$ cat src/rtl/cpu_types_pkg.sv
// Shared CPU datapath types: machine word, fetch FSM states and the IF/ID entry.
package cpu_types_pkg;

  typedef logic [31:0] word_t;

  typedef enum logic [1:0] {
    RESET  = 2'd0,
    FETCH  = 2'd1,
    HOLD   = 2'd2,
    HALTED = 2'd3
  } ifetch_state_t;

  typedef struct packed {
    logic  valid;
    word_t instr;
    word_t pc;
    word_t npc;
  } ifid_t;

endpackage

$ cat src/rtl/ifetch_if.sv
// Bundle of the fetch stage's PC, I-cache, decode and control signals.
interface ifetch_if;
  import cpu_types_pkg::*;

  // Handshakes: iREN=1 presents iaddr; ihit=1 in that same cycle returns iload
  // and the request completes (ihit with iREN=0 means nothing). dstall=1 means
  // decode refuses a new IF/ID entry at the next edge; PCen=1 loads cpc into the PC.
  word_t         pc;
  word_t         npc;
  logic          PCen;
  word_t         cpc;
  logic          iREN;
  word_t         iaddr;
  logic          ihit;
  word_t         iload;
  logic          dstall;
  logic          redirect;
  word_t         redirect_pc;
  logic          halt;
  logic          ifid_valid;
  word_t         ifid_instr;
  word_t         ifid_pc;
  word_t         ifid_npc;
  ifetch_state_t state;

  modport ifm (
    input  pc, npc, ihit, iload, dstall, redirect, redirect_pc, halt,
    output PCen, cpc, iREN, iaddr, ifid_valid, ifid_instr, ifid_pc, ifid_npc, state
  );

  modport tb (
    output pc, npc, ihit, iload, dstall, redirect, redirect_pc, halt,
    input  PCen, cpc, iREN, iaddr, ifid_valid, ifid_instr, ifid_pc, ifid_npc, state
  );

endinterface

$ cat src/rtl/ifetch_hold_buf.sv
// Single-entry parking slot for a fetched word that decode could not accept yet.
module ifetch_hold_buf
  import cpu_types_pkg::*;
(
  input  logic  clk,
  input  logic  rst_n,
  input  logic  load,
  input  logic  drain,
  input  logic  clr,
  input  ifid_t d,
  output ifid_t q
);

  ifid_t hold_q, hold_d;

  // Clear wins over load so a same-cycle redirect never leaves a stale entry.
  always_comb begin
    hold_d = hold_q;
    if (clr) begin
      hold_d.valid = 1'b0;
    end else if (load) begin
      hold_d       = d;
      hold_d.valid = 1'b1;
    end else if (drain) begin
      hold_d.valid = 1'b0;
    end
  end

  always_ff @(posedge clk or negedge rst_n) begin
    if (!rst_n) begin
      hold_q <= '0;
    end else begin
      hold_q <= hold_d;
    end
  end

  assign q = hold_q;

endmodule

$ cat src/rtl/ifetch_unit.sv
// Instruction fetch stage: drives the I-cache, fills IF/ID and steers the PC.
// Define IFETCH_PERF_EN to add saturating fetch/stall/flush counters.
module ifetch_unit
  import cpu_types_pkg::*;
#(
  parameter int RESET_WAIT = 1,
  parameter int PERF_W     = 32
) (
  input  logic              CLK,
  input  logic              nRST,
  ifetch_if.ifm             bus
`ifdef IFETCH_PERF_EN
  ,
  output logic [PERF_W-1:0] perf_fetch_cnt,
  output logic [PERF_W-1:0] perf_stall_cnt,
  output logic [PERF_W-1:0] perf_flush_cnt
`endif
);

  localparam int CNT_W = (RESET_WAIT < 2) ? 1 : $clog2(RESET_WAIT + 1);

  if (PERF_W < 1 || RESET_WAIT < 1) begin : g_bad_params
    $error("ifetch_unit: PERF_W and RESET_WAIT must both be at least 1");
  end

  ifetch_state_t    state_q, state_d;
  ifid_t            ifid_q, ifid_d;
  logic [CNT_W-1:0] rst_cnt_q, rst_cnt_d;

  ifid_t fetched;
  ifid_t hb_q;
  logic  hb_load, hb_drain, hb_clr;
  logic  pc_en;
  logic  boot_done;
  logic  redirect_take;
  logic  halt_take;

  assign fetched       = '{valid: 1'b1, instr: bus.iload, pc: bus.pc, npc: bus.npc};
  assign boot_done     = (int'(rst_cnt_q) + 1) >= RESET_WAIT;
  // Halt outranks redirect; neither is honoured once halted.
  assign halt_take     = bus.halt && (state_q != HALTED);
  assign redirect_take = bus.redirect && !bus.halt &&
                         ((state_q == FETCH) || (state_q == HOLD));

  always_comb begin
    state_d   = state_q;
    ifid_d    = ifid_q;
    rst_cnt_d = rst_cnt_q;
    pc_en     = 1'b0;
    hb_load   = 1'b0;
    hb_drain  = 1'b0;
    hb_clr    = 1'b0;

    case (state_q)
      RESET: begin
        if (boot_done) state_d = FETCH;
        else           rst_cnt_d = rst_cnt_q + CNT_W'(1);
      end
      FETCH: begin
        if (bus.ihit) begin
          pc_en = 1'b1;
          if (!bus.dstall) begin
            ifid_d = fetched;
          end else begin
            hb_load = 1'b1;
            state_d = HOLD;
          end
        end else if (!bus.dstall) begin
          ifid_d.valid = 1'b0;
        end
      end
      HOLD: begin
        if (!bus.dstall) begin
          ifid_d   = hb_q;
          hb_drain = 1'b1;
          state_d  = FETCH;
        end
      end
      HALTED: begin
        ifid_d.valid = 1'b0;
      end
      default: state_d = RESET;
    endcase

    // Squash keeps the old IF/ID payload; only its valid bit is dropped.
    if (redirect_take) begin
      pc_en        = 1'b1;
      ifid_d       = ifid_q;
      ifid_d.valid = 1'b0;
      hb_clr       = 1'b1;
      state_d      = FETCH;
    end

    if (halt_take) begin
      pc_en        = 1'b0;
      ifid_d       = ifid_q;
      ifid_d.valid = 1'b0;
      hb_clr       = 1'b1;
      state_d      = HALTED;
    end
  end

  always_ff @(posedge CLK or negedge nRST) begin
    if (!nRST) begin
      state_q   <= RESET;
      ifid_q    <= '0;
      rst_cnt_q <= '0;
    end else begin
      state_q   <= state_d;
      ifid_q    <= ifid_d;
      rst_cnt_q <= rst_cnt_d;
    end
  end

  ifetch_hold_buf u_hold_buf (
    .clk   (CLK),
    .rst_n (nRST),
    .load  (hb_load),
    .drain (hb_drain),
    .clr   (hb_clr),
    .d     (fetched),
    .q     (hb_q)
  );

  assign bus.PCen       = pc_en;
  assign bus.cpc        = redirect_take ? bus.redirect_pc : bus.npc;
  assign bus.iREN       = (state_q == FETCH);
  assign bus.iaddr      = bus.pc;
  assign bus.ifid_valid = ifid_q.valid;
  assign bus.ifid_instr = ifid_q.instr;
  assign bus.ifid_pc    = ifid_q.pc;
  assign bus.ifid_npc   = ifid_q.npc;
  assign bus.state      = state_q;

`ifdef IFETCH_PERF_EN
  logic              ev_fetch, ev_stall, ev_flush;
  logic [PERF_W-1:0] perf_fetch_q, perf_fetch_d;
  logic [PERF_W-1:0] perf_stall_q, perf_stall_d;
  logic [PERF_W-1:0] perf_flush_q, perf_flush_d;

  function automatic logic [PERF_W-1:0] sat_inc(input logic [PERF_W-1:0] v, input logic en);
    return (en && (v != '1)) ? v + PERF_W'(1) : v;
  endfunction

  assign ev_fetch = (state_q == FETCH) && bus.ihit && !redirect_take && !halt_take;
  assign ev_stall = (state_q == HOLD) || ((state_q == FETCH) && !bus.ihit);
  assign ev_flush = redirect_take &&
                    (ifid_q.valid || hb_q.valid || ((state_q == FETCH) && bus.ihit));

  always_comb begin
    perf_fetch_d = sat_inc(perf_fetch_q, ev_fetch);
    perf_stall_d = sat_inc(perf_stall_q, ev_stall);
    perf_flush_d = sat_inc(perf_flush_q, ev_flush);
  end

  always_ff @(posedge CLK or negedge nRST) begin
    if (!nRST) begin
      perf_fetch_q <= '0;
      perf_stall_q <= '0;
      perf_flush_q <= '0;
    end else begin
      perf_fetch_q <= perf_fetch_d;
      perf_stall_q <= perf_stall_d;
      perf_flush_q <= perf_flush_d;
    end
  end

  assign perf_fetch_cnt = perf_fetch_q;
  assign perf_stall_cnt = perf_stall_q;
  assign perf_flush_cnt = perf_flush_q;
`endif

endmodule

$ cat src/flat_wrapper.sv
// flat-port wrapper written by rule: the top's interface ports become plain ports
module ifetch_unit_flat import cpu_types_pkg::*;
#(
  parameter int RESET_WAIT = 1,
  parameter int PERF_W     = 32
)
  (CLK, nRST, bus_pc, bus_npc, bus_ihit, bus_iload, bus_dstall, bus_redirect, bus_redirect_pc, bus_halt, bus_PCen, bus_cpc, bus_iREN, bus_iaddr, bus_ifid_valid, bus_ifid_instr, bus_ifid_pc, bus_ifid_npc, bus_state);
  ifetch_if bus_i ();
  input  logic CLK;
  input  logic nRST;
  input wire logic [$bits(bus_i.pc)-1:0] bus_pc;
  input wire logic [$bits(bus_i.npc)-1:0] bus_npc;
  input wire logic [$bits(bus_i.ihit)-1:0] bus_ihit;
  input wire logic [$bits(bus_i.iload)-1:0] bus_iload;
  input wire logic [$bits(bus_i.dstall)-1:0] bus_dstall;
  input wire logic [$bits(bus_i.redirect)-1:0] bus_redirect;
  input wire logic [$bits(bus_i.redirect_pc)-1:0] bus_redirect_pc;
  input wire logic [$bits(bus_i.halt)-1:0] bus_halt;
  output wire logic [$bits(bus_i.PCen)-1:0] bus_PCen;
  output wire logic [$bits(bus_i.cpc)-1:0] bus_cpc;
  output wire logic [$bits(bus_i.iREN)-1:0] bus_iREN;
  output wire logic [$bits(bus_i.iaddr)-1:0] bus_iaddr;
  output wire logic [$bits(bus_i.ifid_valid)-1:0] bus_ifid_valid;
  output wire logic [$bits(bus_i.ifid_instr)-1:0] bus_ifid_instr;
  output wire logic [$bits(bus_i.ifid_pc)-1:0] bus_ifid_pc;
  output wire logic [$bits(bus_i.ifid_npc)-1:0] bus_ifid_npc;
  output wire logic [$bits(bus_i.state)-1:0] bus_state;
  assign bus_i.pc = bus_pc;
  assign bus_i.npc = bus_npc;
  assign bus_i.ihit = bus_ihit;
  assign bus_i.iload = bus_iload;
  assign bus_i.dstall = bus_dstall;
  assign bus_i.redirect = bus_redirect;
  assign bus_i.redirect_pc = bus_redirect_pc;
  assign bus_i.halt = bus_halt;
  assign bus_PCen = bus_i.PCen;
  assign bus_cpc = bus_i.cpc;
  assign bus_iREN = bus_i.iREN;
  assign bus_iaddr = bus_i.iaddr;
  assign bus_ifid_valid = bus_i.ifid_valid;
  assign bus_ifid_instr = bus_i.ifid_instr;
  assign bus_ifid_pc = bus_i.ifid_pc;
  assign bus_ifid_npc = bus_i.ifid_npc;
  assign bus_state = bus_i.state;
  ifetch_unit #(.RESET_WAIT(RESET_WAIT), .PERF_W(PERF_W)) u_core (.CLK(CLK), .nRST(nRST), .bus(bus_i));
endmodule
$ cat config.mk
export PLATFORM = sky130hd
export DESIGN_NAME = ifetch_unit_flat
export DESIGN_NICKNAME = d
export VERILOG_FILES = /design/src/rtl/cpu_types_pkg.sv /design/src/rtl/ifetch_if.sv /design/src/rtl/ifetch_hold_buf.sv /design/src/rtl/ifetch_unit.sv /design/src/flat_wrapper.sv
export SDC_FILE = /design/constraint.sdc
export NUM_CORES = 1
export LEC_CHECK = 0
export BUFFER_PORTS_ARGS = -buffer_cell sky130_fd_sc_hd__buf_2
export CAP_MARGIN = 15
export CORE_MARGIN = 3
export CORE_UTILIZATION = 25
export CTS_CLUSTER_SIZE = 16
export DETAILED_ROUTE_END_ITERATION = 8
export GPL_ROUTABILITY_DRIVEN = 0
export SETUP_SLACK_MARGIN = 0.4
export SLEW_MARGIN = 10
export SYNTH_ARGS = -nofsm -noshare
export SYNTH_HDL_FRONTEND = slang
export SYNTH_HIERARCHICAL = 1
export SYNTH_SLANG_ARGS = --single-unit
$ cat constraint.sdc
create_clock -name CLK -period 5.8 [get_ports CLK]
set_input_delay 1.74 -clock CLK [delete_from_list [all_inputs] [get_ports CLK]]
set_output_delay 1.74 -clock CLK [all_outputs]
set_load 0.005 [all_outputs]
==> reports/qor.csv <==
metric;value;unit
cts_buffer_depth;2;
status;finished clean;
ir_drop;333;µV
power.leakage;5.73;nW
crit_arrival;2920;ps
powerDensity;533;mW/mm²
finalHoldViolCount;0;
cts_hold_buf;0;
layout_common_cells;297 x buf_2, 208 x mux2_2, 196 x dfrtp_1;
fillers;3928;
synthCells;693;
die_w;203;µm
start_util;0.255;
dr.first_iter.drc_count;228;
grt_use_total;0.111;
hold_path.class;reg2reg;
clockRootBuffer;clkbuf_16;
coreArea;0.0380;mm²
post-route-util;0.315;
post_cts_buffers;0;
crit_path_end_kind;output port;
clock_latency;450;ps
cts_buffers;17;
cp-start-kind;input port;
maxSlewViolCount;0;
hpwl;15600;µm
cts_sinks;196;
critical_path_required;4060;ps
drive_above_1_share;0.660;
worst-slew-pin-transition;992;ps
grt_pass1_vias;6441;
finalSetupViolCount;0;
fmax;215;MHz
cts_tree;done;
vias;6243;
power.total;0.00639;W
rsz0062_at_grt;false;
area_growth;23.5;%
rows;71;
syn_nets;833;
mostFrequentLayoutCell;buf_2;
postRouteAntennaNets;0;
viasPerCell;4.24;
antenna_found_initial;0;
critical_path.max_fanout;25;
critPathKind;in2out;
cts_max_level;4;
antennaDiodeCount;0;
fin_crit_sh;0.803;
post_cts_resize_count;0;
final.setup_skew;8.12;ps
yosys_warnings;6;
die_h;203;µm
max_cap_viol_count;0;
die_area;0.0413;mm²
layout_min_cycle_time;4660;ps
wl_per_cell;15.5;µm
routed_wl;22800;µm
fin_setup_tns;0;ps
slew_headroom;0.339;
grt_pass1_wl;36300;µm
clk_pin_slew;70;ps
netlist_area;0.00971;mm²
route.detailed.drc;0;
grt_max_degree;115;
io_pins;299;
grt_overflow;0;
io_buffers;298;
synth_area_per_cell;14.0;µm²
nNetsFinal;1088;
dr.pass1.iters;4;
==> worst paths after layout <==
| kind | endpoint | slack (ps) | cells past startpoint | start |
|---|---|---|---|---|
| worst max register to register | u_core/bus.ifid_instr[28] | 2500 | 7 | u_core/bus.state[0] |
| max in group asynchronous | u_core/u_hold_buf/q[40] | 3370 | 2 | nRST |
| worst max-delay path | bus_cpc[5] | 1140 | 6 | bus_halt |
| worst min-delay path | u_core/bus.ifid_pc[13] | 500 | 1 | u_core/bus.ifid_pc[13] |
| worst min register to register | u_core/bus.ifid_pc[13] | 500 | 1 | u_core/bus.ifid_pc[13] |
| min in group asynchronous | u_core/bus.ifid_instr[24] | 1380 | 1 | nRST |
==> worst max-delay path: stages <==
cell     delay, ps
buf_2          120
or3b_1         540
buf_8          240
nand2_1         80
nand2_1         50
buf_2          120
==> metal layers <==
metal	wire length, µm	track usage
met5	0	0
met4	227	0.0275
met3	1400	0.0393
met2	10900	0.180
met1	10300	0.143
==> area by class of cell <==
type / count / area, µm² / share of cell area
clock inverters: 14 / 170 / 0.0142
inverters: 5 / 18.8 / 0.00156
repair buffers: 307 / 1610 / 0.134
flip-flops and latches: 196 / 4900 / 0.409
well taps: 511 / 639 / 0.0533
clock buffers: 17 / 425 / 0.0355
multi-input cells: 421 / 4220 / 0.352
==> metrics by stage <==
step           hold WS (ps)  setup WS, ps  instances  cell area [µm²]
5_1_grt                 513          1070       1471            12000
2_1_floorplan           475          1470        693             9710
3_5_place_dp            488           731       1439            11400
4_1_cts                 504           731       1470            12000
6_report                499          1140       1471            12000
3_3_place_gp            483           771       1439            11400
==> sequential cells by signal, indices dropped and copies added, names as in the netlist <==
name and count:
u_core/u_hold_buf/q 97, u_core/bus.ifid_instr 32, u_core/bus.ifid_pc 32, u_core/bus.ifid_npc 32, u_core/bus.state 2, u_core/bus.ifid_valid 1
==> report_power, final <==
group	leakage, nW	internal, W	switching [W]
sequential	2.33	0.00208	0.000353
combinational	3.12	0.00165	0.00109
clock	0.280	0.000648	0.000572
(Power assumes the default switching activity.)
